### src/rtl/msg_ram_pkg.sv
// Shared definitions for the message RAM arbiter: ownership state encoding,
// default RAM geometry and owner constants.
package msg_ram_pkg;
  localparam int DEF_ADDR_W   = 10;
  localparam int DEF_DATA_W   = 8;
  localparam int DEF_ERRCNT_W = 8;

  typedef enum logic [1:0] {
    ST_HOST_OWN = 2'd0,
    ST_DRAIN    = 2'd1,
    ST_GEN_OWN  = 2'd2,
    ST_RELEASE  = 2'd3
  } arb_state_e;

  localparam logic OWNER_HOST = 1'b0;
  localparam logic OWNER_GEN  = 1'b1;
endpackage

### src/rtl/msg_ram_arbiter_if.sv
// Host, modulator and RAM-side signals of the message RAM arbiter.
// slave = arbiter view, master = requesters plus RAM view.
interface msg_ram_arbiter_if
  import msg_ram_pkg::*;
#(
  parameter int ADDR_W = DEF_ADDR_W,
  parameter int DATA_W = DEF_DATA_W
);
  logic              host_req;
  logic              host_we;
  logic [ADDR_W-1:0] host_addr;
  logic [DATA_W-1:0] host_wdata;
  logic              host_gnt;
  logic              host_err;
  logic              host_rvalid;
  logic [DATA_W-1:0] host_rdata;

  logic              gen_req;
  logic [ADDR_W-1:0] gen_addr;
  logic              gen_gnt;
  logic              gen_rvalid;
  logic [DATA_W-1:0] gen_rdata;

  logic [ADDR_W-1:0] ram_addr;
  logic              ram_we;
  logic [DATA_W-1:0] ram_wdata;
  logic [DATA_W-1:0] ram_rdata;

  modport slave (
    input  host_req, host_we, host_addr, host_wdata, gen_req, gen_addr, ram_rdata,
    output host_gnt, host_err, host_rvalid, host_rdata,
           gen_gnt, gen_rvalid, gen_rdata, ram_addr, ram_we, ram_wdata
  );

  modport master (
    output host_req, host_we, host_addr, host_wdata, gen_req, gen_addr, ram_rdata,
    input  host_gnt, host_err, host_rvalid, host_rdata,
           gen_gnt, gen_rvalid, gen_rdata, ram_addr, ram_we, ram_wdata
  );
endinterface

### src/rtl/msg_ram_arbiter_sat_counter.sv
// Saturating up-counter, increment 0..2 per cycle, synchronous clear wins.
module sat_counter #(
  parameter int W = 8
) (
  input  logic         clk,
  input  logic         reset,
  input  logic         clr,
  input  logic [1:0]   inc,
  output logic [W-1:0] count
);
  logic [W-1:0] cnt_q, cnt_d;
  logic [W:0]   sum;

  always_comb begin
    sum = {1'b0, cnt_q} + {{(W-1){1'b0}}, inc};
    if (clr)         cnt_d = '0;
    else if (sum[W]) cnt_d = '1;
    else             cnt_d = sum[W-1:0];
  end

  always_ff @(posedge clk or posedge reset) begin
    if (reset) cnt_q <= '0;
    else       cnt_q <= cnt_d;
  end

  assign count = cnt_q;
endmodule

### src/rtl/msg_ram_arbiter.sv
// Owns the single port of the message RAM, sharing it between the SPI host and
// the modulator through an ownership FSM with grant/err/rvalid handshakes.
module msg_ram_arbiter
  import msg_ram_pkg::*;
#(
  parameter int ADDR_W   = DEF_ADDR_W,
  parameter int DATA_W   = DEF_DATA_W,
  parameter int ERRCNT_W = DEF_ERRCNT_W
) (
  input  logic                clk,
  input  logic                reset,
  input  logic                tx_active,
  input  logic                err_clr,
  output logic                gen_owner,
  output logic [ERRCNT_W-1:0] err_count,
  msg_ram_arbiter_if.slave    bus
);
  arb_state_e        state_q, state_d;
  logic [ADDR_W-1:0] addr_q, addr_d;
  logic [DATA_W-1:0] wdata_q, wdata_d;
  logic              host_rv_q, host_rv_d;
  logic              gen_rv_q, gen_rv_d;
  logic              host_ok, gen_ok, host_rej, gen_rej;
  logic [1:0]        rej_cnt;

  always_ff @(posedge clk or posedge reset) begin
    if (reset) state_q <= ST_HOST_OWN;
    else       state_q <= state_d;
  end

  // DRAIN and RELEASE each last exactly one cycle so any in-flight read lands
  // before the other side can touch the port.
  always_comb begin
    state_d = state_q;
    case (state_q)
      ST_HOST_OWN: if (tx_active) state_d = ST_DRAIN;
      ST_DRAIN:    state_d = tx_active ? ST_GEN_OWN : ST_RELEASE;
      ST_GEN_OWN:  if (!tx_active) state_d = ST_RELEASE;
      ST_RELEASE:  state_d = ST_HOST_OWN;
      default:     state_d = ST_HOST_OWN;
    endcase
  end

  always_comb begin
    host_ok   = bus.host_req && (state_q == ST_HOST_OWN);
    gen_ok    = bus.gen_req  && (state_q == ST_GEN_OWN);
    host_rej  = bus.host_req && !host_ok;
    gen_rej   = bus.gen_req  && !gen_ok;
    rej_cnt   = {1'b0, host_rej} + {1'b0, gen_rej};
    host_rv_d = host_ok && !bus.host_we;
    gen_rv_d  = gen_ok;
    gen_owner = (state_q == ST_GEN_OWN) ? OWNER_GEN : OWNER_HOST;

    // RAM bus holds the last granted values while idle to avoid toggling.
    addr_d  = addr_q;
    wdata_d = wdata_q;
    if (host_ok) begin
      addr_d = bus.host_addr;
      if (bus.host_we) wdata_d = bus.host_wdata;
    end else if (gen_ok) begin
      addr_d = bus.gen_addr;
    end

    bus.ram_addr    = addr_d;
    bus.ram_wdata   = wdata_d;
    bus.ram_we      = host_ok && bus.host_we;
    bus.host_gnt    = host_ok;
    bus.host_err    = host_rej;
    bus.gen_gnt     = gen_ok;
    bus.host_rvalid = host_rv_q;
    bus.host_rdata  = host_rv_q ? bus.ram_rdata : '0;
    bus.gen_rvalid  = gen_rv_q;
    bus.gen_rdata   = gen_rv_q ? bus.ram_rdata : '0;
  end

  always_ff @(posedge clk or posedge reset) begin
    if (reset) begin
      addr_q    <= '0;
      wdata_q   <= '0;
      host_rv_q <= 1'b0;
      gen_rv_q  <= 1'b0;
    end else begin
      addr_q    <= addr_d;
      wdata_q   <= wdata_d;
      host_rv_q <= host_rv_d;
      gen_rv_q  <= gen_rv_d;
    end
  end

  sat_counter #(.W(ERRCNT_W)) u_err_cnt (
    .clk   (clk),
    .reset (reset),
    .clr   (err_clr),
    .inc   (rej_cnt),
    .count (err_count)
  );
endmodule

### src/flat_wrapper.sv
// flat-port wrapper written by rule: the top's interface ports become plain ports
module msg_ram_arbiter_flat import msg_ram_pkg::*;
#(
  parameter int ADDR_W   = DEF_ADDR_W,
  parameter int DATA_W   = DEF_DATA_W,
  parameter int ERRCNT_W = DEF_ERRCNT_W
)
  (clk, reset, tx_active, err_clr, gen_owner, err_count, bus_host_req, bus_host_we, bus_host_addr, bus_host_wdata, bus_gen_req, bus_gen_addr, bus_ram_rdata, bus_host_gnt, bus_host_err, bus_host_rvalid, bus_host_rdata, bus_gen_gnt, bus_gen_rvalid, bus_gen_rdata, bus_ram_addr, bus_ram_we, bus_ram_wdata);
  msg_ram_arbiter_if #(.ADDR_W(ADDR_W), .DATA_W(DATA_W)) bus_i ();
  input  logic clk;
  input  logic reset;
  input  logic tx_active;
  input  logic err_clr;
  output logic gen_owner;
  output logic [ERRCNT_W-1:0] err_count;
  input wire logic [$bits(bus_i.host_req)-1:0] bus_host_req;
  input wire logic [$bits(bus_i.host_we)-1:0] bus_host_we;
  input wire logic [$bits(bus_i.host_addr)-1:0] bus_host_addr;
  input wire logic [$bits(bus_i.host_wdata)-1:0] bus_host_wdata;
  input wire logic [$bits(bus_i.gen_req)-1:0] bus_gen_req;
  input wire logic [$bits(bus_i.gen_addr)-1:0] bus_gen_addr;
  input wire logic [$bits(bus_i.ram_rdata)-1:0] bus_ram_rdata;
  output wire logic [$bits(bus_i.host_gnt)-1:0] bus_host_gnt;
  output wire logic [$bits(bus_i.host_err)-1:0] bus_host_err;
  output wire logic [$bits(bus_i.host_rvalid)-1:0] bus_host_rvalid;
  output wire logic [$bits(bus_i.host_rdata)-1:0] bus_host_rdata;
  output wire logic [$bits(bus_i.gen_gnt)-1:0] bus_gen_gnt;
  output wire logic [$bits(bus_i.gen_rvalid)-1:0] bus_gen_rvalid;
  output wire logic [$bits(bus_i.gen_rdata)-1:0] bus_gen_rdata;
  output wire logic [$bits(bus_i.ram_addr)-1:0] bus_ram_addr;
  output wire logic [$bits(bus_i.ram_we)-1:0] bus_ram_we;
  output wire logic [$bits(bus_i.ram_wdata)-1:0] bus_ram_wdata;
  assign bus_i.host_req = bus_host_req;
  assign bus_i.host_we = bus_host_we;
  assign bus_i.host_addr = bus_host_addr;
  assign bus_i.host_wdata = bus_host_wdata;
  assign bus_i.gen_req = bus_gen_req;
  assign bus_i.gen_addr = bus_gen_addr;
  assign bus_i.ram_rdata = bus_ram_rdata;
  assign bus_host_gnt = bus_i.host_gnt;
  assign bus_host_err = bus_i.host_err;
  assign bus_host_rvalid = bus_i.host_rvalid;
  assign bus_host_rdata = bus_i.host_rdata;
  assign bus_gen_gnt = bus_i.gen_gnt;
  assign bus_gen_rvalid = bus_i.gen_rvalid;
  assign bus_gen_rdata = bus_i.gen_rdata;
  assign bus_ram_addr = bus_i.ram_addr;
  assign bus_ram_we = bus_i.ram_we;
  assign bus_ram_wdata = bus_i.ram_wdata;
  msg_ram_arbiter #(.ADDR_W(ADDR_W), .DATA_W(DATA_W), .ERRCNT_W(ERRCNT_W)) u_core (.clk(clk), .reset(reset), .tx_active(tx_active), .err_clr(err_clr), .gen_owner(gen_owner), .err_count(err_count), .bus(bus_i));
endmodule
### config.mk
export PLATFORM = sky130hd
export DESIGN_NAME = msg_ram_arbiter_flat
export DESIGN_NICKNAME = d
export VERILOG_FILES = /design/src/rtl/msg_ram_pkg.sv /design/src/rtl/msg_ram_arbiter_if.sv /design/src/rtl/msg_ram_arbiter_sat_counter.sv /design/src/rtl/msg_ram_arbiter.sv /design/src/flat_wrapper.sv
export SDC_FILE = /design/constraint.sdc
export NUM_CORES = 1
export LEC_CHECK = 0
export CAP_MARGIN = 0
export CORE_ASPECT_RATIO = 0.75
export CORE_MARGIN = 5
export CORE_UTILIZATION = 38
export DETAILED_ROUTE_END_ITERATION = 7
export PLACE_DENSITY = 0.81
export SLEW_MARGIN = 5
export SYNTH_ARGS = -nofsm -noshare
export SYNTH_HDL_FRONTEND = slang
export SYNTH_SLANG_ARGS = --single-unit
export TNS_END_PERCENT = 1
### constraint.sdc
create_clock -name clk -period 3 [get_ports clk]
set_clock_uncertainty 0.1 [all_clocks]
set_input_delay 0.45 -clock clk [delete_from_list [all_inputs] [get_ports clk]]
set_output_delay 0.45 -clock clk [all_outputs]
set_load 0.1 [all_outputs]
==> flow_summary.json, run 1 <==
{
  "synthFlopType": "dfrtp_1",
  "fmax_mhz": 369.5,
  "postRouteAntennaNets": 0,
  "tns_ps": 0,
  "coreArea_um2": 4004,
  "synth_seq_area_share": 0.4800,
  "overflow": 0,
  "ios": 92,
  "cp_max_fo": 12,
  "cts_tree": "yes",
  "maxSlewViolCount": 0,
  "syn_inst": 146,
  "vias": 1374,
  "wl_per_cell_um": 14.23,
  "cts_resized": 0,
  "synth_cell_types": 28,
  "drv_cap": 0,
  "clock_latency_ps": 270,
  "cts_root_buffer": "clkbuf_8",
  "drt_wl_total_um": 4241,
  "slowest_stage": "and2_1",
  "critPathArrivalTime_ps": 2160,
  "cts_made_buffers": 5,
  "yosys_warnings": 0,
  "postSynthAreaPerCell_um2": 10.71,
  "grt.total_usage": 0.1597,
  "drive_gt1_frac": 0.3292,
  "layout_setup_ws_ps": 294.0,
  "cts_setup_buffers": 0,
  "hold_path.class": "reg -> reg",
  "dieArea_um2": 5512,
  "path_clk_slew_ps": 60,
  "finalSetupViolCount": 0,
  "fin_crit_sh": 0.9020,
  "synth_edf_count": 0,
  "antenna_found_initial": 0,
  "cts_hold_buf": 0,
  "synth_nets": 195,
  "area_delta_synth_final_pct": 79.36,
  "synthMostInstantiatedCell": "dfrtp_1",
  "h-tree-depth": 2,
  "ys_ff_latch": 30,
  "fillers": 320,
  "start_kind": "flop",
  "netlist_area_um2": 1564,
  "port_buffers": 91,
  "path_class": "reg -> out",
  "place_ws_ps": 399.8,
  "clock_path_buffers": 2,
  "required_ps": 2450,
  "start_util": 0.3906,
  "die_w_um": 84.08,
  "grt_max_degree": 31,
  "postSynth.asyncResetShare": 1.000,
  "synth_common_cells": "30 x dfrtp_1, 17 x and2_1, 16 x nand2_1",
  "via_per_inst": 4.611,
  "path_cells": "inv_1, ha_1, and2_1, buf_4, nand2_1, o21ai_2, buf_12",
  "nets": 291,
  "drcViolationCount": 0,
  "rsz0062_at_grt": "no",
  "place_hpwl_um": 3414,
  "min_period_ps": 2706,
  "yosys-top-cells-area": "dfrtp_1 48%, mux2i_1 8.3%, mux2_4 7.7%",
  "slew_headroom": 0.6082,
  "yosysTopAreaCell": "dfrtp_1",
  "hold_slack_ps": 413.3,
  "max_stage_delay_ps": 410,
  "worstMarginPinSlew_ps": 586.3,
  "endpoint_kind": "output pin",
  "r2r_slack_ps": 460,
  "n_antenna_cell": 0,
  "grt_pass1_wl_um": 6886,
  "rows": 20,
  "gp_congestion": 0.7899,
  "hold_violations": 0,
  "die_y_um": 65.56,
  "dr.first_iter.drc_count": 53,
  "grt_pass1_vias": 1373,
  "status": "finished clean",
  "cts.sinks": 30,
  "drtPass1Iterations": 4,
  "synth_top_cell_area_share": 0.4800
}
==> critical path: cells and delay by family (launching register included) <==
kind,cells,cell delay (ps)
buf+inv,3,640
simple gates,2,510
flops,1,400
fa+ha+maj,1,230
compound gates,1,100
==> through the flow <==
stage	cell area, um^2	std cells	util
finish	2805	298	0.7006
floorplan	1604	146	-
global route	2805	298	0.7006
global placement	2714	290	0.6778
detailed placement	2714	290	0.6778
CTS	2805	298	0.7006
==> path summary, 6_finish.rpt <==
check                                  start                         to  cells after the start
setup / recovery           u_core.state_q[0]            bus_ram_addr[0]                      7
hold / removal             u_core.wdata_q[0]          u_core.wdata_q[0]                      1
setup reg to reg           u_core.state_q[0]  u_core.u_err_cnt.count[5]                      9
hold reg to reg            u_core.wdata_q[0]          u_core.wdata_q[0]                      1
max in group asynchronous              reset  u_core.u_err_cnt.count[3]                      3
min in group asynchronous              reset          u_core.wdata_q[5]                      3
==> cell usage in the layout (no fill, tap or decap), types with 2 or more instances in the layout <==
master | synthesis | final
nor3_1 | 5 | 5
buf_12 | 0 | 21
ha_1 | 5 | 4
mux2i_1 | 13 | 13
nor2_1 | 9 | 9
nor2b_1 | 2 | 2
and2b_1 | 2 | 2
clkbuf_8 | 0 | 6
and2_1 | 17 | 17
o21ai_2 | 0 | 10
clkdlybuf4s50_1 | 0 | 42
a31oi_1 | 2 | 2
o21ai_0 | 13 | 4
dfrtp_1 | 30 | 30
mux2_4 | 8 | 8
nand2_1 | 16 | 16
inv_1 | 6 | 6
a21oi_1 | 3 | 3
buf_4 | 1 | 31
==> layout make-up <==
cell class / count / area [um^2] / share of cell area
timing repair buffer: 94 / 1074 / 0.3827
clock buffer: 7 / 86.33 / 0.03078
sequential: 30 / 750.7 / 0.2676
tap: 55 / 68.82 / 0.02453
multi-input combinational: 105 / 798.3 / 0.2846
inverter: 6 / 22.52 / 0.008029
clock inverter: 1 / 5.005 / 0.001784
==> state kept, by name, summed over array words and instances, names as in the netlist <==
signal / cells
u_core.wdata_q: 8
u_core.addr_q: 10
u_core.bus.host_rvalid: 1
u_core.state_q: 2
u_core.u_err_cnt.count: 8
u_core.bus.gen_rvalid: 1
==> per-layer routing <==
metal / global-route usage / share of wire / vias to the layer above
met2: 0.2608 / 0.46 / 56
li1: - / - / 690
met5: 0 / 0 / -
met3: 0.04386 / 0.069 / 6
met4: 0.05622 / 0.017 / 0
met1: 0.2040 / 0.46 / 622
==> cells by family after synthesis <==
group / count (synthesis) / synth area share
fa+ha+maj: 6 / 0.05280
mux: 22 / 0.1672
buf+inv: 11 / 0.03520
flops: 30 / 0.4800
simple gates: 56 / 0.1920
compound gates: 21 / 0.07279
Power of run 1 is not shown: default switching activity piles up to over one toggle a cycle in this logic, so the estimate is an artifact.
==> inputs of run 2 (changes only) <==
--- a/config.mk
+++ b/config.mk
@@ -7,7 +7,7 @@
 export LEC_CHECK = 0
 export CAP_MARGIN = 0
 export CORE_ASPECT_RATIO = 0.75
-export CORE_MARGIN = 5
+export CORE_MARGIN = 3
 export CORE_UTILIZATION = 38
 export DETAILED_ROUTE_END_ITERATION = 7
 export PLACE_DENSITY = 0.81
==> run 2 against run 1 <==
Die area fell by 11%. Critical path depth is 1 lower. Count of clock-buffer cells in the layout increased by 1. Register-to-register slack improved by 50 ps. Critical path type unchanged. Largest cell class unchanged.
==> flow_summary.json, run 2 (synthesized netlist as in run 1, its figures left out) <==
{
  "n_antenna_cell": 0,
  "clock_path_buffers": 2,
  "status": "finished clean",
  "largest_reg_flops": 10,
  "cp_max_fo": 11,
  "via_per_inst": 4.756,
  "path_class": "reg -> out",
  "finalSetupViolCount": 0,
  "dieArea_um2": 4930,
  "path_clk_slew_ps": 60,
  "ios": 92,
  "tns_ps": 0,
  "die_w_um": 80.08,
  "rows": 19,
  "mostFrequentLayoutCells": "42 x clkdlybuf4s50_1, 31 x buf_4, 30 x dfrtp_1",
  "drt_wl_total_um": 4142,
  "cts_setup_buffers": 0,
  "start_util": 0.4112,
  "slew_headroom": 0.5773,
  "antenna_found_initial": 0,
  "die_y_um": 61.56,
  "cts.sinks": 30,
  "coreArea_um2": 3804,
  "drtPass1Iterations": 4,
  "drive_gt1_frac": 0.3333,
  "hold_violations": 0,
  "place_hpwl_um": 3226,
  "maxSlewViolCount": 0,
  "startpoint": "u_core.state_q[0]",
  "regArea_um2": 750.7,
  "fmax_mhz": 373.0,
  "h-tree-depth": 2,
  "min-delay-start": "u_core.wdata_q[6]",
  "clock_latency_ps": 270,
  "endpoint_kind": "output pin",
  "required_ps": 2450,
  "fillers": 287,
  "rsz0062_at_grt": "no",
  "gp_congestion": 0.8568,
  "cts_root_buffer": "clkbuf_8",
  "hold_path.class": "reg -> reg",
  "wl_per_cell_um": 14.04,
  "largest-register": "u_core.addr_q",
  "path_buf_inv": 2,
  "grt.total_usage": 0.1742,
  "slowest_stage": "nand2_1",
  "start_kind": "flop",
  "multi_input_area_um2": 798.3,
  "cts_resized": 0,
  "cts_hold_buf": 0,
  "timing.rr.start": "u_core.state_q[0]",
  "min_period_ps": 2681,
  "vias": 1403,
  "area_delta_synth_final_pct": 80.32,
  "overflow": 0,
  "cts_made_buffers": 5,
  "max_stage_delay_ps": 400,
  "nets": 291,
  "worstMarginPinSlew_ps": 632.6,
  "grt_max_degree": 31,
  "grt_pass1_vias": 1323,
  "port_buffers": 91,
  "path_cells": "inv_1, ha_2, nand2_1, mux2i_1, o21ai_2, buf_12",
  "drcViolationCount": 0,
  "final_common_cell": "clkdlybuf4s50_1",
  "postRouteAntennaNets": 0,
  "grt_pass1_wl_um": 6486,
  "drv_cap": 0,
  "cts_tree": "yes",
  "fin_crit_sh": 0.8936,
  "dr.first_iter.drc_count": 75,
  "critPathArrivalTime_ps": 2130,
  "cp_top_family": "simple AND/OR/NAND/NOR gates"
}
-- run 2: changes by cell type in the layout (fill, tap and decap cells not counted), sizes merged --
cell	before	now
clkinv	1	0
clkbuf	7	8
-- run 2: metal layers --
metal  track usage  up-vias  routed length (um)
met5             0        -                   0
met4       0.02892        0                   7
met3       0.05556        2                 378
met2        0.2925       57                1958
met1        0.2278      651                1798
li1              -      693                   -
-- run 2: final timing paths --
path / to / slack, ps / cells after the start
setup reg to reg: u_core.u_err_cnt.count[5] / 510 / 9
max in group asynchronous: u_core.wdata_q[6] / 2060 / 3
setup / recovery: bus_ram_addr[9] / 320 / 6
hold / removal: u_core.wdata_q[6] / 420 / 1
hold reg to reg: u_core.wdata_q[6] / 420 / 1
min in group asynchronous: u_core.addr_q[5] / 460 / 3
-- run 2: area by class of cell --
class	instances	area share
Sequential cell	30	0.2662
Clock buffer	8	0.03904
Tap cell	52	0.02307
Inverter	6	0.007986
Multi-Input combinational cell	105	0.2831
Timing Repair Buffer	94	0.3807
-- run 2: through the flow --
stage	utilization	setup WS, ps	hold slack [ps]	instance area, um^2	std cells
3_5_place_dp	0.7125	451.6	402.9	2710	287
6_report	0.7414	319.2	416.5	2820	295
2_1_floorplan	-	48.20	415.6	1604	146
4_1_cts	0.7414	285.0	417.7	2820	295
5_1_grt	0.7414	126.5	430.2	2820	295
3_3_place_gp	0.7125	483.2	396.8	2710	287
Power of run 2 is left out for the same reason.
==> inputs of run 3 (changes only) <==
--- a/config.mk
+++ b/config.mk
@@ -9,7 +9,9 @@
 export CORE_ASPECT_RATIO = 0.75
 export CORE_MARGIN = 3
 export CORE_UTILIZATION = 38
+export CTS_CLUSTER_DIAMETER = 30
 export DETAILED_ROUTE_END_ITERATION = 7
+export HOLD_SLACK_MARGIN = 0.02
 export PLACE_DENSITY = 0.81
 export SLEW_MARGIN = 5
 export SYNTH_ARGS = -nofsm -noshare
==> results of run 3 <==
Same layout as run 2: the final DEF is identical, and so are final timing and power.
Power of run 3 is left out for the same reason.
